### src/rtl/load_store_unit.sv
// load_store_unit
//   Single-outstanding RV32I load/store unit sitting between a core request
//   channel and a single-port, combinational-read data memory.
//   Flow: IDLE (accept) -> ACCESS (one memory cycle) -> RESP (hold until taken).
//
// Parameters
//   MEM_BYTES   byte size of the attached memory, used for range checking
//
// Configuration macro
//   LSU_MISALIGN_TRAP_EN  when defined, misaligned H/HU/W accesses are
//                         reported as errors; otherwise they are performed at
//                         the unaligned byte address.
//
// Ports
//   clk, rst_n                  clock, asynchronous active-low reset
//   req_valid/req_ready         request handshake (ready only in IDLE)
//   req_we, req_funct3          1 = store / 0 = load, RV32I width/sign code
//   req_addr, req_wdata         byte address, store data
//   resp_valid/resp_ready       response handshake
//   resp_rdata, resp_err        formatted load data (0 for stores/errors), error
//   mem_wen, mem_wmask          write enable and byte mask (ACCESS only)
//   mem_addr, mem_wdata         memory address and write data (0 outside ACCESS)
//   mem_rdata                   combinational little-endian read data
module load_store_unit #(
    parameter int MEM_BYTES = 1024
) (
    input  logic        clk,
    input  logic        rst_n,
    input  logic        req_valid,
    output logic        req_ready,
    input  logic        req_we,
    input  logic [2:0]  req_funct3,
    input  logic [31:0] req_addr,
    input  logic [31:0] req_wdata,
    output logic        resp_valid,
    input  logic        resp_ready,
    output logic [31:0] resp_rdata,
    output logic        resp_err,
    output logic        mem_wen,
    output logic [31:0] mem_addr,
    output logic [31:0] mem_wdata,
    output logic [3:0]  mem_wmask,
    input  logic [31:0] mem_rdata
);

    typedef enum logic [1:0] {IDLE, ACCESS, RESP} state_t;

    state_t      state, state_nxt;
    logic        accept;
    logic        we_p0;
    logic [2:0]  funct3_p0;
    logic [31:0] addr_p0;
    logic [31:0] wdata_p0;
    logic        err_p0;

    function automatic logic [2:0] access_size(input logic [2:0] f3);
        case (f3[1:0])
            2'b00:   access_size = 3'd1;
            2'b01:   access_size = 3'd2;
            default: access_size = 3'd4;
        endcase
    endfunction

    // Illegal width code, out-of-range span or (optionally) misalignment.
    // The end address is formed in 33 bits so addresses near 0xFFFFFFFF
    // cannot wrap back into range.
    function automatic logic access_err(input logic we, input logic [2:0] f3,
                                        input logic [31:0] addr);
        logic        illegal;
        logic        misal;
        logic [32:0] end_addr;
        if (we)
            illegal = (f3 != 3'b000) && (f3 != 3'b001) && (f3 != 3'b010);
        else
            illegal = (f3 == 3'b011) || (f3 == 3'b110) || (f3 == 3'b111);
        end_addr = {1'b0, addr} + {30'd0, access_size(f3)};
`ifdef LSU_MISALIGN_TRAP_EN
        misal = ((f3[1:0] == 2'b01) && addr[0]) ||
                ((f3[1:0] == 2'b10) && (addr[1:0] != 2'b00));
`else
        misal = 1'b0;
`endif
        access_err = illegal || misal || (end_addr > 33'(MEM_BYTES));
    endfunction

    function automatic logic [31:0] load_format(input logic [31:0] rdata,
                                                input logic [2:0] f3);
        logic signed [31:0] res;
        case (f3)
            3'b000:  res = {{24{rdata[7]}}, rdata[7:0]};
            3'b001:  res = {{16{rdata[15]}}, rdata[15:0]};
            3'b100:  res = {24'd0, rdata[7:0]};
            3'b101:  res = {16'd0, rdata[15:0]};
            default: res = rdata;
        endcase
        load_format = res;
    endfunction

    function automatic logic [3:0] store_mask(input logic [2:0] f3);
        case (f3[1:0])
            2'b00:   store_mask = 4'b0001;
            2'b01:   store_mask = 4'b0011;
            default: store_mask = 4'b1111;
        endcase
    endfunction

    // Gating with rst_n keeps req_ready low for the whole reset pulse.
    assign req_ready  = rst_n && (state == IDLE);
    assign accept     = req_valid && req_ready;
    assign resp_valid = (state == RESP);
    assign err_p0     = access_err(we_p0, funct3_p0, addr_p0);

    // ---- stage p0: request capture ----
    always_ff @(posedge clk) begin
        if (accept) begin
            we_p0     <= req_we;
            funct3_p0 <= req_funct3;
            addr_p0   <= req_addr;
            wdata_p0  <= req_wdata;
        end
    end

    // Memory outputs decode from state alone, so an asynchronous reset
    // drops mem_wen in the same instant it forces IDLE.
    always_comb begin
        state_nxt = state;
        mem_wen   = 1'b0;
        mem_wmask = 4'b0000;
        mem_addr  = 32'd0;
        mem_wdata = 32'd0;
        case (state)
            IDLE: begin
                if (accept) state_nxt = ACCESS;
            end
            ACCESS: begin
                mem_addr = addr_p0;
                if (we_p0) begin
                    mem_wdata = wdata_p0;
                    if (!err_p0) begin
                        mem_wen   = 1'b1;
                        mem_wmask = store_mask(funct3_p0);
                    end
                end
                state_nxt = RESP;
            end
            RESP: begin
                if (resp_ready) state_nxt = IDLE;
            end
            default: state_nxt = IDLE;
        endcase
    end

    // ---- stage p1: response capture (only in ACCESS, held through RESP) ----
    always_ff @(posedge clk or negedge rst_n) begin
        if (!rst_n) begin
            state      <= IDLE;
            resp_rdata <= 32'd0;
            resp_err   <= 1'b0;
        end else begin
            state <= state_nxt;
            if (state == ACCESS) begin
                resp_err   <= err_p0;
                resp_rdata <= (we_p0 || err_p0) ? 32'd0
                                                : load_format(mem_rdata, funct3_p0);
            end
        end
    end

endmodule

### config.mk
export PLATFORM = sky130hd
export DESIGN_NAME = load_store_unit
export DESIGN_NICKNAME = d
export VERILOG_FILES = /design/src/rtl/load_store_unit.sv
export SDC_FILE = /design/constraint.sdc
export NUM_CORES = 1
export LEC_CHECK = 0
export CAP_MARGIN = 20
export CORE_MARGIN = 5
export CORE_UTILIZATION = 39
export CTS_BUF_LIST = sky130_fd_sc_hd__clkbuf_16
export CTS_CLUSTER_SIZE = 28
export DETAILED_ROUTE_END_ITERATION = 6
export PLACE_DENSITY = 0.86
export SETUP_SLACK_MARGIN = 0.15
export SYNTH_ARGS = -nofsm -noshare
export SYNTH_HDL_FRONTEND = slang
export SYNTH_SLANG_ARGS = --single-unit
export TNS_END_PERCENT = 100
### constraint.sdc
create_clock -name clk -period 3.2 [get_ports clk]
set_input_delay 0.32 -clock clk [delete_from_list [all_inputs] [get_ports clk]]
set_output_delay 0.32 -clock clk [all_outputs]
set_load 0.03 [all_outputs]
# Word level (Yosys, flattened, before mapping)
# Index checks and enable logic that the tools add are counted.
# W data, S select, Z words.
# word_totals
regBits	103
latchBits	0
wordCells	52
input_bits	104
ram_bits	0
mem_bits_ro	0
n_memories	0
# classes
bitwise_logic	0
n_reduce_logical	13
add_sub_neg	1
muxes	17
n_eq_ne	13
n_lt_le_gt_ge	1
shift	0
div_mod_pow	0
multipliers	0
# ops
op	count
$mux W32	4
$pmux W32 S4	1
$add A32 B3 Y33	1
$gt A33 B11 Y1 const B	1
$eq A3 B3 Y1 const B	4
$mux W4	3
$pmux W4 S2	1
$pmux W2 S3	1
$pmux W3 S2	1
$eq A2 B1 Y1 const B	2
$logic_and A1 B1 Y1	4
$logic_not A2 Y1	2
$logic_or A1 B1 Y1	4
$mux W1	4
$mux W2	2
$eq A3 B1 Y1 const B	1
$eq A3 B2 Y1 const B	1
$logic_not A3 Y1	1
$ne A3 B1 Y1 const B	1
$ne A3 B2 Y1 const B	1
$reduce_bool A3 Y1	1
$eq A2 B2 Y1 const B	1
$ne A2 B1 Y1 const B	1
$ne A2 B2 Y1 const B	1
$reduce_and A2 Y1	1

# Longest topological paths before layout
# logic_depth
word_depth	8
depth_mapped	13
mapped_depth_nobuf	10

# Worst setup path after synthesis
# OpenSTA, ideal clock, no wires.
# synth_path
path_kind	register to output
start	reg funct3_p0[1]
end	out mem_wmask[3]
arrival_ns	4.237
t_required_ns	2.880
setup_slack_ns	-1.357
path_stages_with_launch	14
path_cell_list	edfxtp_1 -> clkbuf_1 -> clkbuf_1 -> nor2b_1 -> fa_1 -> a211oi_1 -> o221ai_1 -> a21oi_1 -> a21oi_1 -> o41ai_1 -> nand4_4 -> buf_6 -> nor4_1 -> buf_4
# synth_via
elab_chain_len	8
# synth_lines
element	line_no	rtl
start: declaration	51	logic [2:0] funct3_p0;
start signal: assignment	117	funct3_p0 <= req_funct3;
$eq A2 B1 Y1 (tied with other cells)	57, 100	
$pmux W3 S2 (tied with other cells)	57	case (f3[1:0])
$add A32 B3 Y33 (tied with other cells)	76	end_addr = {1'b0, addr} + {30'd0, access_size(f3)};
$gt A33 B11 Y1 / $mux W1 (equally long branches)	83, 72	
$logic_or A1 B1 Y1	83	access_err = illegal || misal || (end_addr > 33'(MEM_BYTES));
$mux W4 *	139	if (!err_p0) begin
$mux W4 *	137	if (we_p0) begin
$mux W4 *	131	case (state)
end: declaration	42	output logic [3:0] mem_wmask,
# Mark *: on every way between the ends. The rest lies on a longest branch, timed or not.

# Worst setup path after layout
# layout_path
start	reg funct3_p0[0]
end	out mem_wmask[3]
# The elaborated chain is that of the path after synthesis.

==> flow_metrics.tcl <==
set metrics [dict create \
    synth_compound_gate_area_share_pct 12.6 \
    post_synth_inst_count 484 \
    combinational_family_with_the_most_area_after_synthesis "simple AND/OR/NAND/NOR gates" \
    cellPowerDensity_mw_per_mm2 382 \
    timing.setup.tns_ps -1530 \
    layout_min_cycle_time_ps 3490 \
    antenna_found_initial 0 \
    power.share.switching_pct 25.4 \
    violations "negative setup slack" \
    floorplan.die.height_um 125 \
    dp.final_hpwl_um 11500 \
    gp_congestion 0.902 \
    clockPowerShare_pct 33.4 \
    grt_pass1_vias 4835 \
    maximum_number_of_pins_on_one_net_before_global_route_repair 62 \
    vias 4682 \
    timing_worst_slew_pin_value_ps 848 \
    arrival_ps 3170 \
    fp.dieArea_mm2 0.0155 \
    critical_path.max_fanout 6 \
    route.detailed.wl_per_inst_um 18.1 \
    seq_power_share_pct 49.6 \
    worst_ep_required_time_ps 2880 \
    timing.max_cap.violations 0 \
    hold_path.class "input port to async pin" \
    cts-hold-fix-buffers 0 \
    clock_insertion_delay_worst_skew_ps 350 \
    initialDrtViolationCount 314 \
    io_buffers 207 \
    final.setup.worst_slack_ps -290 \
    power.static_leakage_nw 3.16 \
    yosys.cell_count.top_type "sky130_fd_sc_hd__edfxtp_1" \
    mean_instance_size_in_the_synthesized_netlist_um2 10.6 \
    firstDrtPassIters 5 \
    synth_sequential_area_ratio_pct 57.0 \
    cts.path.max_buffers 2 \
    first_pass_grt_wire_length_um 25000 \
    diodes 0 \
    clock_sink_count 103 \
    die_w_um 125 \
    timing.critical_path.from_type "flip-flop" \
    drc_errors 0 \
    coreArea_mm2 0.0128 \
    finish.net_count 802 \
    timing.setup.critical_path_class "flip-flop to primary output" \
    crit_path_end_kind "primary output" \
    core.rowCount 41 \
    finClkSkew_ps 8.53 \
    netlist_top_cells_area "sky130_fd_sc_hd__edfxtp_1 (40%), sky130_fd_sc_hd__dfrtp_1 (17%), sky130_fd_sc_hd__and3_1 (4.4%)" \
    synth_ff_type "sky130_fd_sc_hd__edfxtp_1" \
    worst_slew_margin_relative_to_its_limit_pct 43.4 \
    syn-cell-area_mm2 0.00512 \
    drtAntennaViolNets 0 \
    rsz0062_at_grt "true" \
    synth_xor_area_share_pct 1.20 \
    wirelength_um 15700 \
    via_per_inst 5.38 \
    yosysWarnings 0 \
    layoutNonFillerInstCount 871 \
    post_route_cells_drive_above_1_share_pct 12.7 \
    synth-edff-count 68 \
    p_switching_w 0.000784 \
    netlist_cell_types 51 \
    async_reset_ff_share_pct 34.0 \
    muxShareOfSynthArea_pct 0.586 \
    synthesis_stage_register_bit_count 103 \
    yosysTopAreaCellShare_pct 39.9 \
    clkSlewWorstSetupHoldPaths_ps 70 \
    final-setup-viol-count 8 \
    htreeDepth 3 \
    global_route.overflow_total 0 \
    global_route.usage.total_pct 19.8 \
    post_synth_and_or_nand_nor_area_fraction_pct 23.5 \
    clockRootBuffer "sky130_fd_sc_hd__clkbuf_16" \
    tritoncts "yes" \
    vdd_ir_drop_max_uv 327 \
    initial_utilization_pct 40.1 \
    synthDominantAreaCellType "sky130_fd_sc_hd__edfxtp_1" \
    worst-r2r-setup-slack_ps -70 \
    final_hold_viol_count 0 \
    post_synth_most_frequent_cells "sky130_fd_sc_hd__edfxtp_1 (68), sky130_fd_sc_hd__nand2_1 (56), sky130_fd_sc_hd__nand3_1 (41)" \
    part_of_the_power_in_combinational_logic_pct 17.0 \
    top_level_ports 208 \
    fmax_mhz 287 \
    numCtsBuffers 9 \
    internal_power_w 0.00230 \
    outcome "finished with violations" \
    final_min_period_over_clock_period_pct 109 \
    syn-num-nets 592 \
    slew_violations 0 \
    pre_cts_slack_ps -115 \
    layout-area-overhead-vs-synth_pct 57.5 \
    place.detailed.instances 849 \
    arithmetic_cell_share_of_the_synthesized_area_counting_full_adders_half_adders_and_majority_gates_pct 1.12 \
]
## critical path, stage by stage (launching register included)
cell,delay [ps]
sky130_fd_sc_hd__edfxtp_1,430
sky130_fd_sc_hd__nor2_4,70
sky130_fd_sc_hd__ha_4,160
sky130_fd_sc_hd__fa_2,390
sky130_fd_sc_hd__a21oi_4,190
sky130_fd_sc_hd__nor4_4,80
sky130_fd_sc_hd__buf_4,170
sky130_fd_sc_hd__a211oi_1,220
sky130_fd_sc_hd__nor2_1,100
sky130_fd_sc_hd__a211oi_2,230
sky130_fd_sc_hd__nand4_4,210
sky130_fd_sc_hd__nor4_4,340
sky130_fd_sc_hd__buf_4,220
## cell families (layout without fill, tap and decap cells)
| logic type | count (synthesis) | count (layout) |
|---|---|---|
| flops | 103 | 103 |
| xor+xnor | 7 | 7 |
| mux | 3 | 3 |
| simple gates | 216 | 216 |
| fa+ha+maj | 4 | 4 |
| buf+inv | 49 | 264 |
| compound gates | 102 | 102 |
## flip-flops by register name, summed over array words and instances, names as in the netlist
register    flops
addr_p0        32
funct3_p0       3
resp_err        1
resp_rdata     32
state           2
wdata_p0       32
we_p0           1
## power by group through the flow
stage / Sequential, W / Clock (W) / Combinational, W
6_report: 0.00153 / 0.00103 / 0.000524
2_1_floorplan: 0.00155 / 0 / 0.000241
3_3_place_gp: 0.00155 / 0 / 0.000500
4_1_cts: 0.00153 / 0.00106 / 0.000529
5_1_grt: 0.00153 / 0.00111 / 0.000560
3_5_place_dp: 0.00156 / 0 / 0.000514
## path summary, 6_finish.rpt
kind / startpoint / to / cells after the start
max: funct3_p0[0] / mem_wmask[3] / 12
min: rst_n / resp_err / 2
max reg2reg: funct3_p0[0] / resp_rdata[6] / 14
min reg2reg: resp_rdata[24] / resp_rdata[24] / 2
max in group asynchronous: rst_n / resp_rdata[28] / 2
min in group clk: rst_n / state[0] / 3
## placed cells by master (no fill, tap or decap), types with 5 or more instances in the layout
master,count
sky130_fd_sc_hd__nand3_1,41
sky130_fd_sc_hd__a21oi_1,30
sky130_fd_sc_hd__o21ai_0,25
sky130_fd_sc_hd__and4_1,5
sky130_fd_sc_hd__nor2_1,11
sky130_fd_sc_hd__edfxtp_1,68
sky130_fd_sc_hd__dfrtp_1,35
sky130_fd_sc_hd__o41ai_2,5
sky130_fd_sc_hd__clkdlybuf4s50_1,201
sky130_fd_sc_hd__inv_1,16
sky130_fd_sc_hd__and3_1,36
sky130_fd_sc_hd__o21ai_2,6
sky130_fd_sc_hd__o21ai_1,7
sky130_fd_sc_hd__clkbuf_16,10
sky130_fd_sc_hd__and2_1,31
sky130_fd_sc_hd__nand2_1,55
sky130_fd_sc_hd__buf_4,24
## routing by layer
layer,track usage (%),vias up,wire length (µm)
met5,0,-,0
met4,6.25,0,318
met3,6.52,23,1310
met2,33.8,261,7830
met1,23.6,2207,6270
li1,-,2191,-
## layout make-up
type,instances,area (µm²)
clock buffer,10,250
clock inverter,6,28.8
fill,979,4700
inverter,13,48.8
multi-input combinational,332,2250
sequential,103,2920
tap,172,215
timing repair buffer,235,2360
## stage by stage
stage | utilization, % | area (µm²) | hold WS, ps | total power, W
after CTS | 63.2 | 8070 | 67.6 | 0.00312
after global routing | 63.2 | 8070 | 89.3 | 0.00321
final | 63.2 | 8070 | 66.1 | 0.00308
after global placement | 58.8 | 7510 | 426 | 0.00205
after floorplan | - | 5250 | 24.4 | 0.00179
after detailed placement | 59.0 | 7540 | 442 | 0.00207
## timing repair
item,CTS,global route
setup buffers,5,0
pin swaps,17,1
cloned,1,0
resized for setup,41,4
endpoints found under the setup margin,17,37
endpoints found under the hold margin,0,0
Power figures use the tool's default switching activity.
